==> src/rtl/pcie_status_pkg.sv <==
// rtl/pcie_status_pkg.sv - LTSSM codes, speed encodings and link FSM states for the PCIe status monitor
package pcie_status_pkg;

  localparam logic [4:0] LTSSM_L0         = 5'h0F;
  localparam logic [4:0] LTSSM_POLL_COMPL = 5'h03;
  localparam logic [4:0] LTSSM_RCVRY_LOCK = 5'h0C;
  localparam logic [4:0] LTSSM_RCVRY_CFG  = 5'h0D;
  localparam logic [4:0] LTSSM_RCVRY_IDLE = 5'h0E;

  localparam logic [1:0] SPEED_GEN1 = 2'd0;
  localparam logic [1:0] SPEED_GEN2 = 2'd1;
  localparam logic [1:0] SPEED_GEN3 = 2'd2;
  localparam logic [1:0] SPEED_RSVD = 2'd3;

  typedef enum logic [1:0] {
    LINK_DOWN    = 2'd0,
    LINK_QUALIFY = 2'd1,
    LINK_UP      = 2'd2,
    LINK_LOST    = 2'd3
  } link_state_e;

  // Recovery excursions are part of normal operation and must not drop the link.
  function automatic logic ltssm_holds_link(input logic [4:0] code);
    return (code == LTSSM_L0) || (code == LTSSM_RCVRY_LOCK) ||
           (code == LTSSM_RCVRY_CFG) || (code == LTSSM_RCVRY_IDLE);
  endfunction

endpackage

==> src/rtl/pcie_rst_sync.sv <==
// rtl/pcie_rst_sync.sv - two-flop reset synchroniser, asynchronous assert and synchronous release
module pcie_rst_sync (
  input  logic clk_out_buf,
  input  logic any_rstn,
  output logic rstn_sync
);

  logic [1:0] sync_q;
  logic [1:0] sync_d;

  always_comb begin
    sync_d = {sync_q[0], 1'b1};
  end

  always_ff @(posedge clk_out_buf or negedge any_rstn) begin
    if (!any_rstn) begin
      sync_q <= 2'b00;
    end else begin
      sync_q <= sync_d;
    end
  end

  assign rstn_sync = sync_q[1];

endmodule

==> src/rtl/pcie_link_status_monitor.sv <==
// rtl/pcie_link_status_monitor.sv - debounced PCIe link-up, link-down statistics, training time and LED drives
module pcie_link_status_monitor
  import pcie_status_pkg::*;
#(
  parameter int LANE_CODE_W      = 4,
  parameter int ALIVE_CNT_W      = 26,
  parameter int BLINK_SLOW_BIT   = 24,
  parameter int BLINK_FAST_BIT   = 22,
  parameter int L0_STABLE_CYCLES = 1024,
  parameter int LINKDOWN_CNT_W   = 8,
  parameter int TRAIN_CNT_W      = 24,
  parameter bit LED_ACTIVE_LOW   = 1'b1
) (
  input  logic                      clk_out_buf,
  input  logic                      any_rstn,
  input  logic [4:0]                ltssm_state,
  input  logic [LANE_CODE_W-1:0]    lane_act_code,
  input  logic [1:0]                speed,
  input  logic                      clear_counters,
  output logic                      link_up,
  output logic                      link_down_sticky,
  output logic [LINKDOWN_CNT_W-1:0] linkdown_cnt,
  output logic [TRAIN_CNT_W-1:0]    train_time_cnt,
  output logic                      alive_led,
  output logic                      comp_led,
  output logic                      l0_led,
  output logic                      speed_led,
  output logic [LANE_CODE_W-1:0]    lane_active_led
);

  localparam int STABLE_W = $clog2(L0_STABLE_CYCLES + 1);
  localparam logic [STABLE_W-1:0]       STABLE_TARGET = STABLE_W'(L0_STABLE_CYCLES);
  localparam logic [STABLE_W-1:0]       STABLE_ONE    = STABLE_W'(1);
  localparam logic [LINKDOWN_CNT_W-1:0] LD_MAX        = '1;
  localparam logic [LINKDOWN_CNT_W-1:0] LD_ONE        = LINKDOWN_CNT_W'(1);
  localparam logic [TRAIN_CNT_W-1:0]    TRAIN_MAX     = '1;
  localparam logic                      LED_OFF       = LED_ACTIVE_LOW;

  function automatic logic led_level(input logic on);
    return on ^ LED_OFF;
  endfunction

  logic rstn_sync;

  pcie_rst_sync u_rst_sync (
    .clk_out_buf (clk_out_buf),
    .any_rstn    (any_rstn),
    .rstn_sync   (rstn_sync)
  );

  logic [4:0]                ltssm_s1_q, ltssm_s1_d;
  logic [LANE_CODE_W-1:0]    lane_s1_q, lane_s1_d;
  logic [1:0]                speed_s1_q, speed_s1_d;
  link_state_e               state_q, state_d;
  logic [STABLE_W-1:0]       stable_cnt_q, stable_cnt_d;
  logic                      link_up_q, link_up_d;
  logic                      sticky_q, sticky_d;
  logic [LINKDOWN_CNT_W-1:0] ld_cnt_q, ld_cnt_d;
  logic [TRAIN_CNT_W-1:0]    train_q, train_d;
  logic                      seen_up_q, seen_up_d;
  logic [ALIVE_CNT_W-1:0]    alive_cnt_q, alive_cnt_d;
  logic                      alive_led_q, alive_led_d;
  logic                      comp_led_q, comp_led_d;
  logic                      l0_led_q, l0_led_d;
  logic                      speed_led_q, speed_led_d;
  logic [LANE_CODE_W-1:0]    lane_led_q, lane_led_d;
  logic [STABLE_W-1:0]       stable_inc;
  logic                      speed_on;

  always_comb begin
    ltssm_s1_d   = ltssm_state;
    lane_s1_d    = lane_act_code;
    speed_s1_d   = speed;
    state_d      = state_q;
    stable_cnt_d = stable_cnt_q;
    stable_inc   = stable_cnt_q + 1'b1;
    case (state_q)
      LINK_DOWN: begin
        if (ltssm_s1_q == LTSSM_L0) begin
          state_d      = LINK_QUALIFY;
          stable_cnt_d = STABLE_ONE;
        end
      end
      LINK_QUALIFY: begin
        if (ltssm_s1_q != LTSSM_L0) begin
          state_d      = LINK_DOWN;
          stable_cnt_d = '0;
        end else begin
          stable_cnt_d = stable_inc;
          if (stable_inc == STABLE_TARGET) begin
            state_d = LINK_UP;
          end
        end
      end
      LINK_UP: begin
        if (!ltssm_holds_link(ltssm_s1_q)) begin
          state_d = LINK_LOST;
        end
      end
      default: begin
        state_d = LINK_DOWN;
      end
    endcase
    link_up_d = (state_d == LINK_UP);
  end

  // A loss event takes priority over a coincident clear so no drop goes unrecorded.
  always_comb begin
    sticky_d = sticky_q;
    ld_cnt_d = ld_cnt_q;
    if (state_q == LINK_LOST) begin
      sticky_d = 1'b1;
      if (clear_counters) begin
        ld_cnt_d = LD_ONE;
      end else if (ld_cnt_q != LD_MAX) begin
        ld_cnt_d = ld_cnt_q + 1'b1;
      end
    end else if (clear_counters) begin
      sticky_d = 1'b0;
      ld_cnt_d = '0;
    end
    train_d   = train_q;
    seen_up_d = seen_up_q | (state_d == LINK_UP);
    if (!seen_up_q && (train_q != TRAIN_MAX)) begin
      train_d = train_q + 1'b1;
    end
    alive_cnt_d = alive_cnt_q + 1'b1;
  end

  always_comb begin
    speed_on = 1'b0;
    if (link_up_q) begin
      case (speed_s1_q)
        SPEED_GEN1: speed_on = 1'b1;
        SPEED_GEN2: speed_on = alive_cnt_q[BLINK_SLOW_BIT];
        SPEED_GEN3: speed_on = alive_cnt_q[BLINK_FAST_BIT];
        default:    speed_on = 1'b0;
      endcase
    end
    alive_led_d = led_level(alive_cnt_q[ALIVE_CNT_W-1]);
    comp_led_d  = led_level(ltssm_s1_q == LTSSM_POLL_COMPL);
    l0_led_d    = led_level(link_up_d);
    speed_led_d = led_level(speed_on);
    lane_led_d  = lane_s1_q ^ {LANE_CODE_W{LED_OFF}};
  end

  always_ff @(posedge clk_out_buf or negedge rstn_sync) begin
    if (!rstn_sync) begin
      ltssm_s1_q   <= '0;
      lane_s1_q    <= '0;
      speed_s1_q   <= '0;
      state_q      <= LINK_DOWN;
      stable_cnt_q <= '0;
      link_up_q    <= 1'b0;
      sticky_q     <= 1'b0;
      ld_cnt_q     <= '0;
      train_q      <= '0;
      seen_up_q    <= 1'b0;
      alive_cnt_q  <= '0;
      alive_led_q  <= LED_OFF;
      comp_led_q   <= LED_OFF;
      l0_led_q     <= LED_OFF;
      speed_led_q  <= LED_OFF;
      lane_led_q   <= {LANE_CODE_W{LED_OFF}};
    end else begin
      ltssm_s1_q   <= ltssm_s1_d;
      lane_s1_q    <= lane_s1_d;
      speed_s1_q   <= speed_s1_d;
      state_q      <= state_d;
      stable_cnt_q <= stable_cnt_d;
      link_up_q    <= link_up_d;
      sticky_q     <= sticky_d;
      ld_cnt_q     <= ld_cnt_d;
      train_q      <= train_d;
      seen_up_q    <= seen_up_d;
      alive_cnt_q  <= alive_cnt_d;
      alive_led_q  <= alive_led_d;
      comp_led_q   <= comp_led_d;
      l0_led_q     <= l0_led_d;
      speed_led_q  <= speed_led_d;
      lane_led_q   <= lane_led_d;
    end
  end

  assign link_up          = link_up_q;
  assign link_down_sticky = sticky_q;
  assign linkdown_cnt     = ld_cnt_q;
  assign train_time_cnt   = train_q;
  assign alive_led        = alive_led_q;
  assign comp_led         = comp_led_q;
  assign l0_led           = l0_led_q;
  assign speed_led        = speed_led_q;
  assign lane_active_led  = lane_led_q;

endmodule

==> config.mk <==
export PLATFORM = sky130hd
export DESIGN_NAME = pcie_link_status_monitor
export DESIGN_NICKNAME = d
export VERILOG_FILES = /design/src/rtl/pcie_status_pkg.sv /design/src/rtl/pcie_rst_sync.sv /design/src/rtl/pcie_link_status_monitor.sv
export SDC_FILE = /design/constraint.sdc
export NUM_CORES = 1
export LEC_CHECK = 0
export BUFFER_PORTS_ARGS = -buffer_cell sky130_fd_sc_hd__buf_4
export CAP_MARGIN = 30
export CORE_ASPECT_RATIO = 0.5
export CORE_MARGIN = 10
export CORE_UTILIZATION = 35
export CTS_BUF_LIST = sky130_fd_sc_hd__clkbuf_8 sky130_fd_sc_hd__clkbuf_16
export DETAILED_ROUTE_END_ITERATION = 8
export PLACE_DENSITY = 0.65
export SLEW_MARGIN = 20
export SYNTH_ARGS = -nofsm -noshare
export SYNTH_HDL_FRONTEND = slang
export SYNTH_SLANG_ARGS = --single-unit
==> constraint.sdc <==
create_clock -name clk_out_buf -period 3.7 [get_ports clk_out_buf]
set_input_delay 0.185 -clock clk_out_buf [delete_from_list [all_inputs] [get_ports clk_out_buf]]
set_output_delay 0.185 -clock clk_out_buf [all_outputs]
set_load 0.005 [all_outputs]
* Yosys cells after proc, flatten, opt, wreduce, memory -nomap -nowiden
Index checks and enable logic that the tools add are counted.
** Operators by class
- Add/sub/neg operators :: 4
- Equal/unequal tests :: 16
- Mux-type cells :: 16
- Bitwise operators :: 6
- Reductions and logical operators :: 12
** Operators by type and width (count)
- 2-to-1 mux 8 bit :: 4
- adder 26 x 1 -> 26 bit, second input constant :: 1
- adder 24 x 1 -> 24 bit, second input constant :: 1
- inequality test 24 bit, second input constant :: 1
- 2-to-1 mux 11 bit :: 2
- one-hot mux 11 bit (2 select lines) :: 1
- equality test 5 x 4 -> 1 bit, second input constant :: 4
- adder 11 x 1 -> 11 bit, second input constant :: 1
- equality test 11 bit, second input constant :: 1
- adder 8 x 1 -> 8 bit, second input constant :: 1
- equality test 2 bit, second input constant :: 4
- 2-to-1 mux 2 bit :: 4
- inequality test 8 bit, second input constant :: 1
- one-hot mux 2 bit (3 select lines) :: 1
- nonzero test 2 bit :: 3
- equality test 5 x 2 -> 1 bit, second input constant :: 1
- inequality test 5 x 4 -> 1 bit, second input constant :: 1
- equality test 2 x 1 -> 1 bit, second input constant :: 2
- zero test 2 bit :: 2
- NOT 1 bit :: 4
- NOT 4 bit :: 1
- AND reduction 2 bit :: 2
- logical OR 1 bit :: 3
- 2-to-1 mux 1 bit :: 3
- 5 further kinds :: 5
** Storage, ports and cells
- Bits in registers :: 95
- Logic and storage cells :: 71

* Logic depth before layout (Yosys ltp)
Gate-level depths: netlist of run 1.
- Depth in word-level cells :: 8
- Depth in mapped cells :: 6
- Gate-level depth less buffers :: 6

* Modules after synthesis
From an unflattened synthesis of run 1, not the netlist that was laid out.
** Unflattened totals
- Cells, all modules :: 364
- Area total of the unflattened synthesis :: 4122.7 um^2
** Modules (own cells, without submodules)
- pcie_link_status_monitor :: times used 1, cells an instance 361, area each 4068.9 um^2, sequential area each 2337.2 um^2
- pcie_rst_sync :: times used 1, cells an instance 3, area each 53.8 um^2, sequential area each 50.0 um^2

* Worst setup path before layout of run 1
OpenSTA, ideal clock, no wires.
- Path type :: register -> register
- Start point :: register train_q[0], in the netlist train_time_cnt[0]
- End point :: register train_q[1], in the netlist train_time_cnt[1]
- Library setup time :: 0.125 ns
- Arrival :: 1.495 ns
- Data required time :: 3.575 ns
- Slack :: 2.080 ns
- Stages on the path, launching flop included :: 6
- Period minus slack after synthesis :: 1.620 ns
- Cells stage by stage :: dfrtp_1 > ha_1 > nand2_1 > nor4_4 > a31oi_2 > mux2_4
** On the way
- Longest elaborated chain between the ends :: 2
- Elaborated cells on any way between the ends :: 3
** RTL lines
- start, declared :: line pcie_link_status_monitor.sv:59 : logic [TRAIN_CNT_W-1:0] train_q, train_d;
- start signal, assigned :: line pcie_link_status_monitor.sv:174 : train_q <= train_d;
- branches (longest 2 deep; another with adder 24 x 1 -> 24 bit)
Several ways; the timed one is not identified.
A chain may end at the register's enable or synchronous reset.

* Worst setup path after layout of run 1
- Start point :: register state_q[1]
- End point :: register seen_up_q
** On the way
- Longest elaborated chain between the ends :: 5
- Elaborated cells on any way between the ends :: 10
** RTL lines
- start, declared :: line pcie_link_status_monitor.sv:54 : link_state_e state_q, state_d;
- start signal, assigned :: line pcie_link_status_monitor.sv:169 : state_q <= state_d;
- 2-to-1 mux 2 bit :: line pcie_link_status_monitor.sv:90 : if (stable_inc == STABLE_TARGET) begin
- 2-to-1 mux 2 bit :: line pcie_link_status_monitor.sv:85 : if (ltssm_s1_q != LTSSM_L0) begin
- one-hot mux 2 bit (3 select lines) (*) :: line pcie_link_status_monitor.sv:77 : case (state_q)
- equality test 2 bit (*) :: line pcie_link_status_monitor.sv:123 : seen_up_d = seen_up_q | (state_d == LINK_UP);
- bitwise OR 1 bit (*) :: line pcie_link_status_monitor.sv:123
- named net seen_up_d :: line pcie_link_status_monitor.sv:60 : logic seen_up_q, seen_up_d;
- end signal, assigned :: line pcie_link_status_monitor.sv:175 : seen_up_q <= seen_up_d;
- end, declared :: line pcie_link_status_monitor.sv:60
The timed path passes the listed nets; every way through them passes the cells marked *.

==> results.tsv, run 1 <==
metric	value	unit
status	completed	
finalClockSkew	0.00484	ns
cts_setup_buffers	0	
crit_type	reg2reg	
rsz0062_at_grt	false	
synth_top_family_by_area	simple AND/OR/NAND/NOR gates	
period_needed	1.84	ns
grt_use_met2	17.0	%
ys.warnings.count	0	
vdd_drop_max	0.000193	V
r2r-start	state_q[1]	
drive_gt1_share	21.0	%
synthSimpleGateAreaFrac	22.0	%
die_area	17000	sq um
synth-seq-cells	95	
endpoint_kind	flop	
synth.distinct_cells	49	
ys_seq_area_share	57.2	%
power.share.combinational	9.8	%
layout_common_cells	86 x dfrtp_1, 56 x buf_4, 32 x nand3_1	
power_frac_seq	49.1	%
synthAdderAreaFrac	1.20	%
required	3.97	ns
hold_end	linkdown_cnt[1]	
area_growth_syn_to_layout	25.7	%
synthArstFlopShare	100	%
total_power	2.38	mW
leakage	2.39	nW
ant_nets	0	
cts-root-buf	clkbuf_16	
setup_slack	1.86	ns
hpwl	5870	um
met3_usage	2.95	%
pwr-share-clk	41.1	%
vias	2915	
slew_headroom	54.3	%
r2r_slack	1.86	ns
mappedNetlistNets	391	
portBuffers	55	
num_rows	28	
arrival	2.11	ns
routed_wl	8270	um
grt_antenna_before_repair	0	
synth_ff_type	dfrtp_1	
switching_share	23.6	%
globalRouteMet1Util	12.3	%
setup_viol_count_final	0	
cp_max_fo	13	
synthMuxAreaShare	0.869	%
worstRegToRegCells	5	
die_h	97.2	um
hold_path.class	in2reg	
synth-xor-area-share	11.1	%
tightest_slew	0.681	ns
start_kind	flop	
finalHoldViolations	0	
grt_start_max_net_pins	72	
tns	0	ns
hold_buffers	12	
yosys.area.top_type_share	52.2	%
initial_core_util	35.6	%
nNetsFinal	465	
drt_iter0_drc	114	
clk_pin_slew	0.06	ns
synth_area_leaders	dfrtp_1 52%, xnor2_1 6.5%, dfstp_2 5.0%	
antenna_cells	0	
placed_area	4780	sq um
syn-mean-instance-area	11.2	sq um
grt_pass1_vias	2953	
p_per_area	453	nW/um^2
busiest_layer	met2	
synth_top_area_cell	dfrtp_1	
cts_resized	0	
holdCritStartpoint	clear_counters	
coreArea	11700	sq um
internal-power	1.82	mW
cts_buffers	9	
synth_compound_area_share	5.76	%
cts.sinks	95	
vias_per_cell	4.72	
ctsLongestPathBuffers	2	
hold_depth	2	
cap_violations	0	
cts_tree	built	
syn_inst	373	
final_area	5250	sq um
htreeDepth	3	
grt_use_total	10.1	%
regToRegEndpoint	seen_up_q	
drc	0	
switchingPower	560	uW
dp_slack	1.90	ns
grt.overflow.total	0	
dieWidth	174	um
clock_latency	0.34	ns
first_pass_iters	5	
boundaryPins	56	
fin_crit_sh	49.7	%
fmax	544	MHz
final_common_cell	dfrtp_1	
gp_congestion	0.790	
grt_pass1_wl	14500	um
wl_per_cell	13.4	um
synth_area	4170	sq um
timing_max_transition_violations_final	0	
synth_edf_count	0	
[through the flow]
stage | hold WS [ns] | utilization [%] | instances
final | 0.0825 | 44.7 | 617
after floorplan | -0.111 | - | 373
after global placement | -0.0309 | 40.7 | 588
after global routing | 0.0767 | 44.7 | 617
after detailed placement | -0.0283 | 40.7 | 588
after CTS | 0.0691 | 44.5 | 616
[how the worst max path moves through the flow]
stage | from | to | slack [ns] | depth (start not counted)
global placement | state_q[1] | seen_up_q | 1.92 | 5
detailed placement | train_time_cnt[1] | train_time_cnt[1] | 1.90 | 5
floorplan | u_rst_sync.sync_q[1] | alive_cnt_q[0] | 0.87 | 0
CTS | state_q[1] | seen_up_q | 1.88 | 5
global route | state_q[1] | stable_cnt_q[8] | 1.71 | 4
finish | state_q[1] | seen_up_q | 1.86 | 5
[Yosys cell counts (3+ instances only)]
cell type  instances
nand2b_1           4
nand2_1           30
ha_1               4
nor2_1            26
and3_1             9
nor4_1             3
nor2b_1            3
o21ai_0           15
nor4_4             3
xnor2_1           31
xor2_1            22
dfstp_2            8
clkbuf_1           4
and4_1             6
nand4_1           18
nor3_1            10
dfrtp_1           87
inv_1             12
a21oi_1            7
nand3_1           32
a31oi_1            5
[cells by family after synthesis]
logic type / count (synthesis)
flops: 95
mux: 3
fa+ha+maj: 4
compound gates: 39
other cells: 1
buf+inv: 18
xor+xnor: 53
simple gates: 160
[state kept, by name, indices dropped and copies added, names as in the netlist, 2 cells and up]
name / flops
ltssm_s1_q: 5
linkdown_cnt: 8
alive_cnt_q: 26
speed_s1_q: 2
state_q: 2
lane_active_led: 4
train_time_cnt: 24
stable_cnt_q: 11
lane_s1_q: 4
u_rst_sync.sync_q: 2
[power by group through the flow]
stage               Combinational [mW]  Clock (mW)  Sequential [mW]
floorplan                        0.103           0             1.19
global placement                 0.212           0             1.19
detailed placement               0.215           0             1.20
CTS                              0.226        1.00             1.18
global route                     0.265        1.04             1.18
finish                           0.233       0.976             1.17
[critical path, cell delays in order, from the launching register on]
cell and delay, ns:
dfrtp_1 0.45, nand2b_1 0.21, or3_1 0.52, a221o_1 0.37
o21a_1 0.15, nand2b_1 0.08
[per-layer routing]
layer,vias up,wire length [um]
met5,-,0
met4,0,74
met3,7,333
met2,43,4240
met1,1406,3620
li1,1459,-
[area by class of cell]
class	instances	area, sq um
fillers	1071	6490
multi-input cells	260	1710
repair buffers	69	568
well taps	165	206
inverters	12	45.0
flip-flops and latches	95	2390
clock buffers	9	225
clock inverters	7	96.3
Note: power is estimated with default switching activity, not from simulation.
==> inputs of run 2 (changes only) <==
==> constraint.sdc (replaced) <==
create_clock -name clk_out_buf -period 1.9 [get_ports clk_out_buf]
set_input_delay 0.095 -clock clk_out_buf [delete_from_list [all_inputs] [get_ports clk_out_buf]]
set_output_delay 0.095 -clock clk_out_buf [all_outputs]
set_load 0.005 [all_outputs]
==> results.tsv, run 2 (synthesized netlist as in run 1, its figures left out) <==
metric	value	unit
cts_buffers	9	
start_kind	flop	
grt_use_total	10.1	%
cts-root-buf	clkbuf_16	
cp_num_cells	5	
placed_area	4890	sq um
period_needed	1.74	ns
critPathBufInv	0	
setup.worst_path.start	train_time_cnt[0]	
finalClockSkew	0.00456	ns
grt_start_max_net_pins	38	
first_pass_iters	4	
fin_crit_sh	91.6	%
portBuffers	55	
num_rows	28	
layout_common_cells	86 x dfrtp_1, 69 x buf_4, 32 x nand3_1	
setup_viol_count_final	0	
antenna_cells	0	
dieWidth	174	um
drc	0	
final_common_cell	dfrtp_1	
required	2.12	ns
htreeDepth	3	
drt_iter0_drc	183	
grt_pass1_vias	3014	
cts.sinks	95	
tns	0	ns
cp_max_fo	5	
status	completed	
worstRegToRegCells	5	
final_area	5330	sq um
largest_reg_flops	26	
area_growth_syn_to_layout	27.7	%
cpLargestDelayFamily	simple AND/OR/NAND/NOR gates	
coreArea	11700	sq um
rsz0062_at_grt	false	
gp_congestion	0.873	
clock_latency	0.33	ns
vias	3020	
vdd_drop_max	0.000377	V
cp_slowest_cell	dfrtp_1	
fmax	575	MHz
arrival	1.96	ns
nNetsFinal	479	
drive_gt1_share	23.2	%
endpoint_kind	flop	
ctsLongestPathBuffers	2	
leakage	2.45	nW
total_power	4.54	mW
cap_violations	0	
grt_antenna_before_repair	0	
cpPeakStageDelay	0.40	ns
routed_wl	8420	um
boundaryPins	56	
die_area	17000	sq um
p_per_area	851	nW/um^2
r2r-start	train_time_cnt[0]	
timing_max_transition_violations_final	0	
vias_per_cell	4.79	
initial_core_util	35.6	%
largest-register	alive_cnt_q	
r2r_slack	0.16	ns
wl_per_cell	13.3	um
crit_path_end	train_time_cnt[1]	
regToRegEndpoint	train_time_cnt[1]	
ant_nets	0	
grt_pass1_wl	14400	um
hpwl	6110	um
hold_path.class	in2async	
die_h	97.2	um
cts_tree	built	
crit_chain	ha_1, nand2_1, nor4_4, a31oi_2, mux2_4	
clk_pin_slew	0.06	ns
grt.overflow.total	0	
cts_setup_buffers	0	
finalHoldViolations	0	
crit_type	reg2reg	
run 2: changes by cell type in the layout (fill, tap and decap cells not counted), sizes merged:
cell         delta
buf            +13
bufinv          -1
clkbuf          +1
dlygate4sd3     +1
run 2: repair_timing:
item                                    CTS  global route
hold buffers                             13             0
hold endpoints to repair                 18             0
gates resized for setup                   0             1
endpoints found under the setup margin    0             1
run 2: area by class of cell:
cell class	count	area (sq um)
fillers	1065	6400
flip-flops and latches	95	2390
multi-input cells	260	1720
repair buffers	83	668
clock buffers	10	239
well taps	165	206
clock inverters	6	61.3
inverters	12	45.0
run 2: worst min path at each step:
| stage | cells after the start | end | slack, ns |
|---|---|---|---|
| finish | 2 | u_rst_sync.sync_q[1] | 0.08 |
| global route | 2 | u_rst_sync.sync_q[1] | 0.08 |
| CTS | 2 | u_rst_sync.sync_q[1] | 0.07 |
| detailed placement | 1 | u_rst_sync.sync_q[0] | -0.12 |
| global placement | 1 | u_rst_sync.sync_q[0] | -0.12 |
| floorplan | 0 | u_rst_sync.sync_q[0] | -0.20 |
run 2: where the power goes:
group          total, mW  internal (mW)  leakage (nW)  switching (mW)
sequential          2.27           2.13          1.24           0.132
combinational      0.495          0.279          1.07           0.216
clock               1.78           1.05         0.142           0.728
run 2: stage by stage:
stage / hold slack, ns / worst slack (ns) / util [%] / instances
after floorplan: -0.201 / 0.280 / - / 373
after global placement: -0.122 / 0.228 / 41.7 / 602
after detailed placement: -0.121 / 0.182 / 41.7 / 602
after CTS: 0.0726 / 0.167 / 45.4 / 631
after global routing: 0.0785 / 0.0174 / 45.4 / 631
final: 0.0798 / 0.160 / 45.4 / 631
run 2: routing by layer:
metal | vias up | wire length [um] | global-route usage [%]
li1 | 1486 | - | -
met3 | 16 | 303 | 2.72
met2 | 36 | 4240 | 17.2
met5 | - | 0 | 0
met1 | 1482 | 3710 | 11.7
met4 | 0 | 167 | 4.70
==> inputs of run 3 (changes only) <==
==> constraint.sdc (replaced) <==
create_clock -name clk_out_buf -period 2.1 [get_ports clk_out_buf]
set_input_delay 0.105 -clock clk_out_buf [delete_from_list [all_inputs] [get_ports clk_out_buf]]
set_output_delay 0.105 -clock clk_out_buf [all_outputs]
set_load 0.005 [all_outputs]
==> results.tsv, run 3 (synthesized netlist as in run 1, its figures left out) <==
metric	value	unit
status	completed	
first_pass_iters	4	
timing.hold.ws	0.0133	ns
finalClockSkew	0.00489	ns
arrival	1.98	ns
setup_viol_count_final	0	
grt_use_total	9.91	%
antenna_cells	0	
grt_pass1_wl	14100	um
htreeDepth	3	
final_area	5250	sq um
cpPeakStageDelay	0.41	ns
drc	0	
final-instance-count-excl-fill	621	
grt_start_max_net_pins	43	
period_needed	1.76	ns
grt_pass1_vias	2893	
boundaryPins	56	
grt_antenna_before_repair	0	
fin_util	44.7	%
crit_chain	ha_1, nand2_1, nor4_4, a31oi_2, mux2_4	
final_common_cell	dfrtp_1	
required	2.32	ns
ctsLongestPathBuffers	2	
vias_per_cell	4.74	
cts.sinks	95	
ant_nets	0	
drive_gt1_share	21.5	%
leakage	2.41	nW
initial_core_util	35.6	%
grt.overflow.total	0	
largest_reg_flops	26	
fin_crit_sh	83.9	%
hpwl	5920	um
timing_max_transition_violations_final	0	
finalHoldViolations	0	
critPathBufInv	0	
wl_per_cell	13.3	um
die_area	17000	sq um
dp.cells	593	
clock_latency	0.33	ns
num_rows	28	
tns	0	ns
nNetsFinal	469	
coreArea	11700	sq um
cts-root-buf	clkbuf_16	
drt_iter0_drc	139	
vias	2945	
vdd_drop_max	0.000437	V
cts_buffers	9	
cp_max_fo	5	
slew_headroom	55.5	%
cts_tree	built	
placed_area	4810	sq um
area_growth_syn_to_layout	25.7	%
die_h	97.2	um
routed_wl	8250	um
portBuffers	55	
cp_slowest_cell	dfrtp_1	
gp_congestion	0.838	
tightest_slew	0.667	ns
cap_violations	0	
rsz0062_at_grt	false	
endpoint_kind	flop	
dieWidth	174	um
layout_common_cells	86 x dfrtp_1, 61 x buf_4, 32 x nand3_1	
hold_path.class	in2reg	
clk_pin_slew	0.06	ns
cpLargestDelayFamily	simple AND/OR/NAND/NOR gates	
crit_type	reg2reg	
largest-register	alive_cnt_q	
start_kind	flop	
cts_setup_buffers	0	
fmax	568	MHz
p_per_area	794	nW/um^2
[run 3: changes by cell type in the layout (fill, tap and decap cells not counted), sizes merged]
cell | previous run | this run
clkbuf | 10 | 9
clkinvlp | 3 | 2
bufinv | 1 | 2
clkinv | 1 | 2
dlygate4sd3 | 13 | 12
buf | 70 | 61
[run 3: report_power, final]
group | switching, mW | internal (mW) | total [mW] | leakage [nW]
registers | 0.138 | 1.93 | 2.07 | 1.24
logic | 0.181 | 0.225 | 0.406 | 1.01
clock network | 0.662 | 1.03 | 1.70 | 0.153
total | 0.981 | 3.19 | 4.17 | 2.41
[run 3: worst reg2reg max path: stages (launching register included)]
cell and delay (ns):
dfrtp_1 0.41, ha_1 0.23, nand2_1 0.12, nor4_4 0.35, a31oi_2 0.22, mux2_4 0.33
[run 3: layout make-up]
cell class                 count  area (sq um)
inverter                      12          45.0
sequential                    95          2390
clock buffer                   9           225
timing repair buffer          73           578
multi-input combinational    260          1710
tap                          165           206
fill                        1069          6490
clock inverter                 7          88.8
[run 3: what timing repair did]
item,CTS,global route
gates resized for setup,0,0
endpoints found under the hold margin,13,0
hold buffers,12,0
[run 3: metrics by stage]
| stage | total power [mW] | setup slack, ns |
|---|---|---|
| floorplan | 2.27 | 0.480 |
| detailed placement | 2.50 | 0.342 |
| global placement | 2.49 | 0.410 |
| finish | 4.17 | 0.339 |
| global route | 4.37 | 0.207 |
| CTS | 4.23 | 0.331 |
[run 3: worst paths after layout]
| path | start | endpoint | slack, ns | cells past startpoint |
|---|---|---|---|---|
| hold reg to reg | u_rst_sync.sync_q[1] | train_time_cnt[5] | 0.31 | 0 |
| max in group asynchronous | u_rst_sync.sync_q[1] | comp_led | 1.08 | 1 |
| min in group asynchronous | any_rstn | u_rst_sync.sync_q[0] | 0.10 | 2 |
| setup reg to reg | train_time_cnt[0] | train_time_cnt[1] | 0.34 | 5 |
| setup / recovery | train_time_cnt[0] | train_time_cnt[1] | 0.34 | 5 |
| hold / removal | clear_counters | linkdown_cnt[1] | 0.01 | 2 |
[run 3: routing by layer]
metal | wire [um] | vias to the layer above | GRT usage [%]
met4 | 104 | 0 | 3.00
met3 | 270 | 9 | 3.06
met2 | 4110 | 28 | 16.6
li1 | - | 1469 | -
met5 | 0 | - | 0
met1 | 3760 | 1439 | 12.0
